`config.mk`:
```
export PLATFORM = sky130hd
export DESIGN_NAME = twiddle_mult_stage_flat
export DESIGN_NICKNAME = d
export VERILOG_FILES = /design/src/rtl/fft_pkg.sv /design/src/rtl/twiddle_mult_stage_if.sv /design/src/rtl/twiddle_rom.sv /design/src/rtl/twiddle_mult_stage.sv /design/src/flat_wrapper.sv
export SDC_FILE = /design/constraint.sdc
export NUM_CORES = 2
export LEC_CHECK = 0
export CORE_MARGIN = 2
export CORE_UTILIZATION = 40
export DETAILED_ROUTE_END_ITERATION = 8
export MAX_ROUTING_LAYER = met4
export PLACE_DENSITY_LB_ADDON = 0.15
export SYNTH_ARGS = -nofsm -noshare
export SYNTH_HDL_FRONTEND = slang
export SYNTH_HIERARCHICAL = 1
export SYNTH_SLANG_ARGS = --single-unit
```
`constraint.sdc`:
```
create_clock -name clk -period 7.15 [get_ports clk]
set_input_delay 1.0725 -clock clk [delete_from_list [all_inputs] [get_ports clk]]
set_output_delay 1.0725 -clock clk [all_outputs]
set_load 0.02 [all_outputs]
```
`src/rtl/fft_pkg.sv`:
```
// ---------------------------------------------------------------------------
// fft_pkg : shared Q1.15 complex types, constants and saturation helper
// Rev 1.0
// ---------------------------------------------------------------------------
`default_nettype none
package fft_pkg;
  localparam int Q_ONE  = 32767;
  localparam int Q_FRAC = 15;

  typedef struct packed {
    logic signed [15:0] re;
    logic signed [15:0] im;
  } cplx_t;

  function automatic logic signed [15:0] sat16(input logic signed [32:0] x);
    if (x > 33'sd32767)  return 16'sh7FFF;
    if (x < -33'sd32768) return 16'sh8000;
    return 16'(x);
  endfunction
endpackage
`default_nettype wire

```
`src/rtl/twiddle_mult_stage_if.sv`:
```
// ---------------------------------------------------------------------------
// twiddle_mult_stage_if : frame control, sample in/out bus of the stage
// Rev 1.0
// ---------------------------------------------------------------------------
`default_nettype none
interface twiddle_mult_stage_if #(
  parameter int N_POINTS = 16,
  parameter int LOG2N    = $clog2(N_POINTS)
);
  logic             i_start;
  logic [LOG2N-1:0] i_k_bin;
  logic             i_in_valid;
  logic [31:0]      i_in_data;
  logic             o_in_ready;
  logic             o_out_valid;
  logic [31:0]      o_out_data;
  logic             o_frame_done;
  logic             o_busy;

  modport slave (
    input  i_start, i_k_bin, i_in_valid, i_in_data,
    output o_in_ready, o_out_valid, o_out_data, o_frame_done, o_busy
  );

  modport master (
    output i_start, i_k_bin, i_in_valid, i_in_data,
    input  o_in_ready, o_out_valid, o_out_data, o_frame_done, o_busy
  );
endinterface
`default_nettype wire

```
`src/rtl/twiddle_rom.sv`:
```
// ---------------------------------------------------------------------------
// twiddle_rom : registered {cos, sin} lookup in Q1.15, one-cycle read
// Rev 1.0
// ---------------------------------------------------------------------------
`default_nettype none
module twiddle_rom
  import fft_pkg::*;
#(
  parameter int N_POINTS = 16,
  parameter int LOG2N    = $clog2(N_POINTS)
) (
  input  wire logic                    clk,
  input  wire logic                    nrst,
  input  wire logic [LOG2N-1:0]        i_p,
  output logic signed [15:0]           o_c,
  output logic signed [15:0]           o_s
);
  localparam real c_PI = 3.14159265358979323846;

  // +1.0 cannot be represented, so it is clamped to Q_ONE
  function automatic logic signed [15:0] q15(input real x);
    int v;
    v = int'(x * 32768.0);
    if (v > Q_ONE) v = Q_ONE;
    return 16'(v);
  endfunction

  logic signed [15:0] w_cos [N_POINTS];
  logic signed [15:0] w_sin [N_POINTS];

  for (genvar gi = 0; gi < N_POINTS; gi++) begin : g_rom
    assign w_cos[gi] = q15($cos(2.0 * c_PI * real'(gi) / real'(N_POINTS)));
    assign w_sin[gi] = q15($sin(2.0 * c_PI * real'(gi) / real'(N_POINTS)));
  end

  always_ff @(posedge clk) begin
    if (!nrst) begin
      o_c <= '0;
      o_s <= '0;
    end else begin
      o_c <= w_cos[i_p];
      o_s <= w_sin[i_p];
    end
  end
endmodule
`default_nettype wire

```
`src/rtl/twiddle_mult_stage.sv`:
```
// ---------------------------------------------------------------------------
// twiddle_mult_stage : multiplies each frame sample by W^(n*k), 3-cycle pipe
// Rev 1.0  Option macro: TWIDDLE_ROUND_EN (round half up before the shift)
// ---------------------------------------------------------------------------
`default_nettype none
module twiddle_mult_stage
  import fft_pkg::*;
#(
  parameter int N_POINTS = 16,
  parameter int LOG2N    = $clog2(N_POINTS)
) (
  input wire logic              clk,
  input wire logic              nrst,
  twiddle_mult_stage_if.slave   bus
);
  localparam logic [1:0] S_IDLE  = 2'd0;
  localparam logic [1:0] S_RUN   = 2'd1;
  localparam logic [1:0] S_FLUSH = 2'd2;

`ifdef TWIDDLE_ROUND_EN
  localparam logic signed [32:0] c_RND = 33'sd16384;
`else
  localparam logic signed [32:0] c_RND = '0;
`endif

  logic [1:0]          r_state;
  logic [LOG2N-1:0]    r_k, r_p, r_n;
  logic                r_done;
  logic                r_v1, r_v2, r_v3, r_ov;
  cplx_t               r_x1;
  logic signed [15:0]  w_c, w_s;
  logic signed [31:0]  r_ac, r_bs, r_bc, r_as;
  logic signed [32:0]  r_re_sum, r_im_sum;
  logic [31:0]         r_od;
  logic                w_accept, w_last;
  logic signed [32:0]  w_re_sum, w_im_sum, w_re_sh, w_im_sh;

  assign w_accept = (r_state == S_RUN) && bus.i_in_valid;
  assign w_last   = w_accept && (r_n == LOG2N'(N_POINTS - 1));

  always_ff @(posedge clk) begin
    if (!nrst) begin
      r_state <= S_IDLE;
      r_k     <= '0;
      r_p     <= '0;
      r_n     <= '0;
      r_done  <= 1'b0;
    end else begin
      r_done <= 1'b0;
      case (r_state)
        S_IDLE: if (bus.i_start) begin
          r_k     <= bus.i_k_bin;
          r_p     <= '0;
          r_n     <= '0;
          r_state <= S_RUN;
        end
        // N_POINTS is a power of two, so the phase wraps modulo N for free
        S_RUN: if (w_accept) begin
          r_p <= r_p + r_k;
          r_n <= r_n + 1'b1;
          if (w_last) r_state <= S_FLUSH;
        end
        S_FLUSH: if (!(r_v1 || r_v2 || r_v3)) begin
          r_done  <= 1'b1;
          r_state <= S_IDLE;
        end
        default: r_state <= S_IDLE;
      endcase
    end
  end

  twiddle_rom #(.N_POINTS(N_POINTS), .LOG2N(LOG2N)) u_rom (
    .clk  (clk),
    .nrst (nrst),
    .i_p  (r_p),
    .o_c  (w_c),
    .o_s  (w_s)
  );

  assign w_re_sum = 33'(r_ac) + 33'(r_bs);
  assign w_im_sum = 33'(r_bc) - 33'(r_as);
  assign w_re_sh  = (r_re_sum + c_RND) >>> Q_FRAC;
  assign w_im_sh  = (r_im_sum + c_RND) >>> Q_FRAC;

  always_ff @(posedge clk) begin
    if (!nrst) begin
      r_v1     <= 1'b0;
      r_v2     <= 1'b0;
      r_v3     <= 1'b0;
      r_ov     <= 1'b0;
      r_x1     <= '0;
      r_ac     <= '0;
      r_bs     <= '0;
      r_bc     <= '0;
      r_as     <= '0;
      r_re_sum <= '0;
      r_im_sum <= '0;
      r_od     <= '0;
    end else begin
      r_v1     <= w_accept;
      r_x1     <= bus.i_in_data;
      r_v2     <= r_v1;
      r_ac     <= 32'(r_x1.re) * 32'(w_c);
      r_bs     <= 32'(r_x1.im) * 32'(w_s);
      r_bc     <= 32'(r_x1.im) * 32'(w_c);
      r_as     <= 32'(r_x1.re) * 32'(w_s);
      r_v3     <= r_v2;
      r_re_sum <= w_re_sum;
      r_im_sum <= w_im_sum;
      r_ov     <= r_v3;
      r_od     <= {sat16(w_re_sh), sat16(w_im_sh)};
    end
  end

  assign bus.o_in_ready   = (r_state == S_RUN);
  assign bus.o_busy       = (r_state != S_IDLE);
  assign bus.o_out_valid  = r_ov;
  assign bus.o_out_data   = r_od;
  assign bus.o_frame_done = r_done;
endmodule
`default_nettype wire

```
`src/flat_wrapper.sv`:
```
// flat-port wrapper written by rule: the top's interface ports become plain ports
module twiddle_mult_stage_flat import fft_pkg::*;
#(
  parameter int N_POINTS = 16,
  parameter int LOG2N    = $clog2(N_POINTS)
)
  (clk, nrst, bus_i_start, bus_i_k_bin, bus_i_in_valid, bus_i_in_data, bus_o_in_ready, bus_o_out_valid, bus_o_out_data, bus_o_frame_done, bus_o_busy);
  twiddle_mult_stage_if #(.N_POINTS(N_POINTS), .LOG2N(LOG2N)) bus_i ();
  input wire logic clk;
  input wire logic nrst;
  input wire logic [$bits(bus_i.i_start)-1:0] bus_i_start;
  input wire logic [$bits(bus_i.i_k_bin)-1:0] bus_i_k_bin;
  input wire logic [$bits(bus_i.i_in_valid)-1:0] bus_i_in_valid;
  input wire logic [$bits(bus_i.i_in_data)-1:0] bus_i_in_data;
  output wire logic [$bits(bus_i.o_in_ready)-1:0] bus_o_in_ready;
  output wire logic [$bits(bus_i.o_out_valid)-1:0] bus_o_out_valid;
  output wire logic [$bits(bus_i.o_out_data)-1:0] bus_o_out_data;
  output wire logic [$bits(bus_i.o_frame_done)-1:0] bus_o_frame_done;
  output wire logic [$bits(bus_i.o_busy)-1:0] bus_o_busy;
  assign bus_i.i_start = bus_i_start;
  assign bus_i.i_k_bin = bus_i_k_bin;
  assign bus_i.i_in_valid = bus_i_in_valid;
  assign bus_i.i_in_data = bus_i_in_data;
  assign bus_o_in_ready = bus_i.o_in_ready;
  assign bus_o_out_valid = bus_i.o_out_valid;
  assign bus_o_out_data = bus_i.o_out_data;
  assign bus_o_frame_done = bus_i.o_frame_done;
  assign bus_o_busy = bus_i.o_busy;
  twiddle_mult_stage #(.N_POINTS(N_POINTS), .LOG2N(LOG2N)) u_core (.clk(clk), .nrst(nrst), .bus(bus_i));
endmodule
```
Word-level counts from Yosys, hierarchy flattened

Memories as Yosys holds them, arrays and structs flattened. A register that Yosys moved wholly into a read port is not among the register bits.
Index checks and enable logic that the tools add are counted.
Widths: inputs -> output; s select.

Memories kept: 2
Output and inout port bits: 36
Register bits: 277
Input port bits: 40
ROM bits: 512

Memories:

| name            | words | width | read ports | clocked after memory_dff | wr ports | line              | RTL |
|---|---|---|---|---|---|---|---|
| (no name shown) | 16    | 16    | 1          | 1                        | 0        | twiddle_rom.sv:42 | `o_s <= w_sin[i_p];` |
| (no name shown) | 16    | 16    | 1          | 1                        | 0        | twiddle_rom.sv:41 | `o_c <= w_cos[i_p];` |

Magnitude comparators: 4
Bitwise logic cells: 1
Equality and inequality tests: 7
Add/sub/neg operators: 4
Reductions and logical operators: 13
Muxes and demuxes: 29
$mul: 4

Operators with widths:

| kind                 | count |
|---|---|
| $mul 16x16->32       | 4 |
| $mux 16              | 8 |
| $gt 18x16->1 const B | 2 |
| $lt 18x16->1 const B | 2 |
| $add 32x32->33       | 1 |
| $sub 32x32->33       | 1 |
| $pmux 4 s2           | 2 |
| $mux 4               | 3 |
| $mux 1               | 11 |
| $mux 2               | 4 |
| $pmux 2 s3           | 1 |
| $not 4->5            | 1 |
| $add 4x1->4 const B  | 1 |
| $add 4x4->4          | 1 |
| $eq 4x4->1 const B   | 1 |
| $ne 2x1->1 const B   | 2 |
| $ne 2x2->1 const B   | 2 |
| $reduce_and 2->1     | 2 |
| $reduce_and 4->1     | 1 |
| $reduce_bool 2->1    | 2 |
| $reduce_and 3->1     | 1 |
| $eq 2x1->1 const B   | 1 |
| $eq 2x2->1 const B   | 1 |
| $logic_and 1x1->1    | 2 |
| other kinds (3)      | 5 |

Logic depth before layout (Yosys ltp)

Depth after elaboration: 7
Depth in mapped cells: 24
Depth with buffers taken out: 22

Modules after synthesis

Netlist, hierarchy kept.

By module, submodules not included:

| module             | cells each | instances | area an instance (µm²) | sequential area each (µm²) |
|---|---|---|---|---|
| twiddle_mult_stage | 5,250      | 1         | 48,016.1               | 4,944.7 |
| twiddle_rom        | 131        | 1         | 1,182.4                | 480.5 |

Worst setup path before layout

OpenSTA, ideal clock, no wires.

Path type: register to register
From: reg u_core.u_rom.o_s[5]
To: reg u_core.r_as[30]
Required time: 7.078 ns
Arrival time: 6.051 ns
Slack: 1.028 ns
Setup time: 0.072 ns
Cell stages (with the launch flop): 24
Period minus slack after synthesis: 6.122 ns
Path through: dfxtp_1 > buf_4 > clkbuf_1 > and2_1 > fa_1 > inv_1 > fa_1 > fa_1 > inv_1 > fa_1 > fa_1 > inv_1 > fa_1 > inv_1 > ha_1 > a21o_1 > a21o_1 > a2111oi_2 > o31ai_1 > a31oi_1 > o311a_1 > nor2b_1 > o41ai_1 > mux2i_1

Word-level cells in the longest chain between the ends: 1

Ends and longest elaborated chain:

| item                 | line                      | RTL |
|---|---|---|
| from (decl)          | twiddle_rom.sv:16         | `output logic signed [15:0] o_s` |
| $mul 16x16->32       | twiddle_mult_stage.sv:106 | `r_as <= 32'(r_x1.re) * 32'(w_s);` |
| to (signal assigned) | twiddle_mult_stage.sv:106 |  |
| to (decl)            | twiddle_mult_stage.sv:32  | `logic signed [31:0] r_ac, r_bs, r_bc, r_as;` |

No other way between the ends.
A chain may end at the register's enable or synchronous reset.

Worst setup path after layout

From: reg u_core/r_x1[28] in the netlist's numbering
To: reg u_core.r_as[31]

Word-level cells in the longest chain between the ends: 1

Ends and longest elaborated chain:

| item                   | line                      | RTL |
|---|---|---|
| from (decl)            | twiddle_mult_stage.sv:30  | `cplx_t r_x1;` |
| from (signal assigned) | twiddle_mult_stage.sv:101 | `r_x1 <= bus.i_in_data;` |
| $mul 16x16->32         | twiddle_mult_stage.sv:106 |  |

No other way between the ends.

==> out/metrics.csv <==
metric;value;unit
grt_overflow;0;
dieWidth;355;microns
regToRegSetupSlack;320;ps
worstSetupPathType;flip-flop to flip-flop;
finalSetupTns;0;ps
via_count;34200;
placed_cell_area;0.0523;sq mm
antenna_found_initial;3;
path_max_fanout;12;
status;completed;
cts-root-buf;clkbuf_16;
layout_setup_ws;320;ps
grt_max_degree;65;
wl_met1;57100;microns
p_sw_frac;0.471;
synth_edf_count;0;
h-tree-depth;2;
area_growth;9.07;%
period_needed;6830;ps
worst_slew_pin_slew;1150;ps
syn_nets;6872;
clkPwrFrac;0.161;
fp.coreArea;0.122;sq mm
regArea;0.00544;sq mm
drv_cap;0;
wl_per_cell;18.2;microns
viasPerCell;4.84;
top_layer;met4;
drv_slew;0;
placed_cells;6984;
maxSlewHeadroom;0.233;
drt_iter0_drc;1551;
drc_errors;0;
r2r_start;u_core/r_x1[28]$_SDFF_PN0_;
grt_pass1_vias;37800;
min-delay-start;u_core/r_im_sum[16]$_SDFF_PN0_;
seq_power_share;0.166;
cts-buffers-inserted;39;
seq_area_frac_synth;0.110;
worst_r2r_endpoint;u_core/r_as[31]$_SDFF_PN0_;
nets;6891;
clkTransAtPathRegs;60;ps
worstHoldPathCells;2;
min_to;u_core/bus.o_out_data[1]$_SDFF_PN0_;
postCtsSetupBuffers;0;
first_pass_iters;5;
ioPinCount;76;
hold_viol_final;0;
die_h;355;microns
dp_slack;221;ps
gp_congestion;0.868;
vdd_drop_max;0.000278;V
fill_cells;12100;
cts_resized;0;
post_synth_num_cell_types;81;
synth_ff_type;dfxtp_1;
endpoint_kind;flip-flop;
insertion_delay;620;ps
grt_util_all_layers;0.221;
clock-sinks;271;
cp_data_required_time;7620;ps
clock_skew;54.7;ps
port_buffers;75;
p_total;12.4;mW
tritoncts;yes;
p_leak;27.4;nW
die_area;0.126;sq mm
start_util;0.404;
cts_buffer_depth;3;
arrival;7300;ps
max_freq;146;MHz
synth_area;0.0492;sq mm
fin_cells;7059;
startpoint_type;flip-flop;
syn_inst;5381;
async_flop_share;0;
hp-class;flip-flop to flip-flop;
period_share;0.955;
final-setup-viol-count;0;
routed_wl;128000;microns
drtAntennaViolNets;0;
fin_area;0.0537;sq mm
r2r_cells;21;
layout-drive-gt1-share;0.0451;
yosys_warnings;6;
holdBufCountCts;0;
timing.hold.ws;423;ps
p_switching;5.84;mW
power.internal;6.55;mW
wl_met2;63200;microns
ys_ff_latch;271;
met3WireLength;3880;microns
multiInputGateArea;0.0382;sq mm
rsz0062_at_grt;false;
power_frac_comb;0.673;
grt_pass1_wl;210000;microns
std_cell_rows;128;
p_per_area;231;mW/mm^2
post-dp-hpwl;104000;microns
syn_avg_cell_area;9.14;sq um
post-route-util;0.440;
[state kept, by name, summed over array words and instances (netlist names)]
register / cells
u_core/bus.o_out_data: 32
u_core/r_ac: 32
u_core/r_as: 32
u_core/r_bc: 32
u_core/r_bs: 32
u_core/r_x1: 32
u_core/r_im_sum: 18
u_core/r_re_sum: 18
u_core/u_rom/o_c: 12
u_core/u_rom/o_s: 12
u_core/r_k: 4
u_core/r_n: 4
u_core/r_p: 4
u_core/r_state: 2
u_core/bus.o_frame_done: 1
u_core/bus.o_out_valid: 1
u_core/r_v1: 1
u_core/r_v2: 1
u_core/r_v3: 1
[power groups by stage]
stage	Clock [mW]	Sequential (mW)	Combinational [mW]
floorplan	0	2.06	6.24
global placement	0	2.10	8.35
detailed placement	0	2.10	8.41
CTS	2.09	2.07	8.47
global route	2.13	2.09	9.60
finish	2.00	2.06	8.34
[cell usage in the layout, fill, tap and decap left out, drive strengths merged, types with 51 or more instances in the layout]
cell	Yosys	routed
a21o	67	67
a21oi	149	149
and2	555	555
buf	20	144
clkbuf	220	51
clkdlybuf4s50	0	74
dfxtp	271	271
fa	1049	1049
ha	402	402
inv	1230	1236
nand2	552	552
nor2	277	277
o21ai	72	72
xnor2	95	95
xor2	57	57
[worst max path at each step]
stage	start	end	slack, ps	cells after the start
global placement	u_core/u_rom/o_c[5]$_SDFF_PN0_	u_core/r_ac[30]$_SDFF_PN0_	230	20
detailed placement	u_core/u_rom/o_c[5]$_SDFF_PN0_	u_core/r_ac[30]$_SDFF_PN0_	220	20
global route	u_core/r_x1[29]$_SDFF_PN0_	u_core/r_as[31]$_SDFF_PN0_	20	21
floorplan	u_core/u_rom/o_s[5]$_SDFF_PN0_	u_core/r_as[30]$_SDFF_PN0_	1030	23
CTS	u_core/u_rom/o_c[5]$_SDFF_PN0_	u_core/r_ac[30]$_SDFF_PN0_	220	20
finish	u_core/r_x1[28]$_SDFF_PN0_	u_core/r_as[31]$_SDFF_PN0_	320	21
[cell type report]
cell class              instances  share of cell area
diodes                          4            0.000187
clock buffers                  51              0.0205
clock inverters                20             0.00373
inverters                    1231              0.0862
multi-input cells            3639               0.711
flip-flops and latches        271               0.101
well taps                    1625              0.0379
repair buffers                218              0.0386
[cells by family (layout without fill, tap and decap cells)]
| family | Yosys count | count (layout) | synth area share |
|---|---|---|---|
| AO/OA/AOI/OAI | 434 | 434 | 0.0578 |
| XOR/XNOR | 152 | 152 | 0.0271 |
| adder cells (fa/ha/maj) | 1451 | 1451 | 0.529 |
| buffers and inverters | 1471 | 1520 | 0.114 |
| flip-flops | 271 | 271 | 0.110 |
| multiplexers | 15 | 15 | 0.00305 |
| other | 0 | 4 | 0 |
| AND/OR/NAND/NOR | 1587 | 1587 | 0.159 |
[cell usage after synthesis, types with 4 or more instances]
cell type  instances  area share
a211o_1            8      0.0014
a211oi_1           6     0.00092
a21o_1            67       0.010
a21oi_1          149       0.015
a31oi_1           16      0.0020
a41oi_1            5     0.00089
and2_1           555       0.071
and3_1            17      0.0022
buf_4             10      0.0015
buf_6              4     0.00092
clkbuf_1         220       0.017
dfxtp_1          271        0.11
fa_1            1049        0.43
ha_1             402        0.10
inv_1           1228       0.094
mux2i_1           15      0.0031
nand2_1          552       0.042
nand2b_1          46      0.0058
nand3_1           30      0.0031
nand3b_1           5     0.00076
nand4_1           21      0.0027
nor2_1           276       0.021
nor2b_1           20      0.0025
nor3_1            25      0.0025
nor3b_1            8      0.0012
o211ai_1           4     0.00061
o21a_1            18      0.0027
o21ai_0           65      0.0066
o21ai_1            6     0.00061
o21bai_1          14      0.0021
o22ai_1           12      0.0015
o31ai_1            7      0.0011
or2_2              7     0.00089
or3_1             12      0.0015
xnor2_1           95       0.017
xor2_1            57       0.010
[critical path, cell delays in order (launching register included)]
cell and delay, ps:
dfxtp_1 860, buf_4 340, and2_1 170, fa_1 410
inv_1 80, fa_1 430, fa_1 510, inv_1 50
fa_1 490, fa_1 490, inv_1 50, fa_1 470
inv_1 40, ha_1 380, nand3_1 100, nor2_1 210
and3_1 230, a221o_1 220, a21oi_1 140, o31ai_1 430
o221ai_1 230, o311ai_0 360
[metal layers]
layer / vias up / track usage
li1: 16000 / -
met1: 17500 / 0.282
met2: 528 / 0.378
met3: 164 / 0.0156
met4: 0 / 0.0648
met5: - / -
No activity file was read; power rests on OpenSTA's default activity.
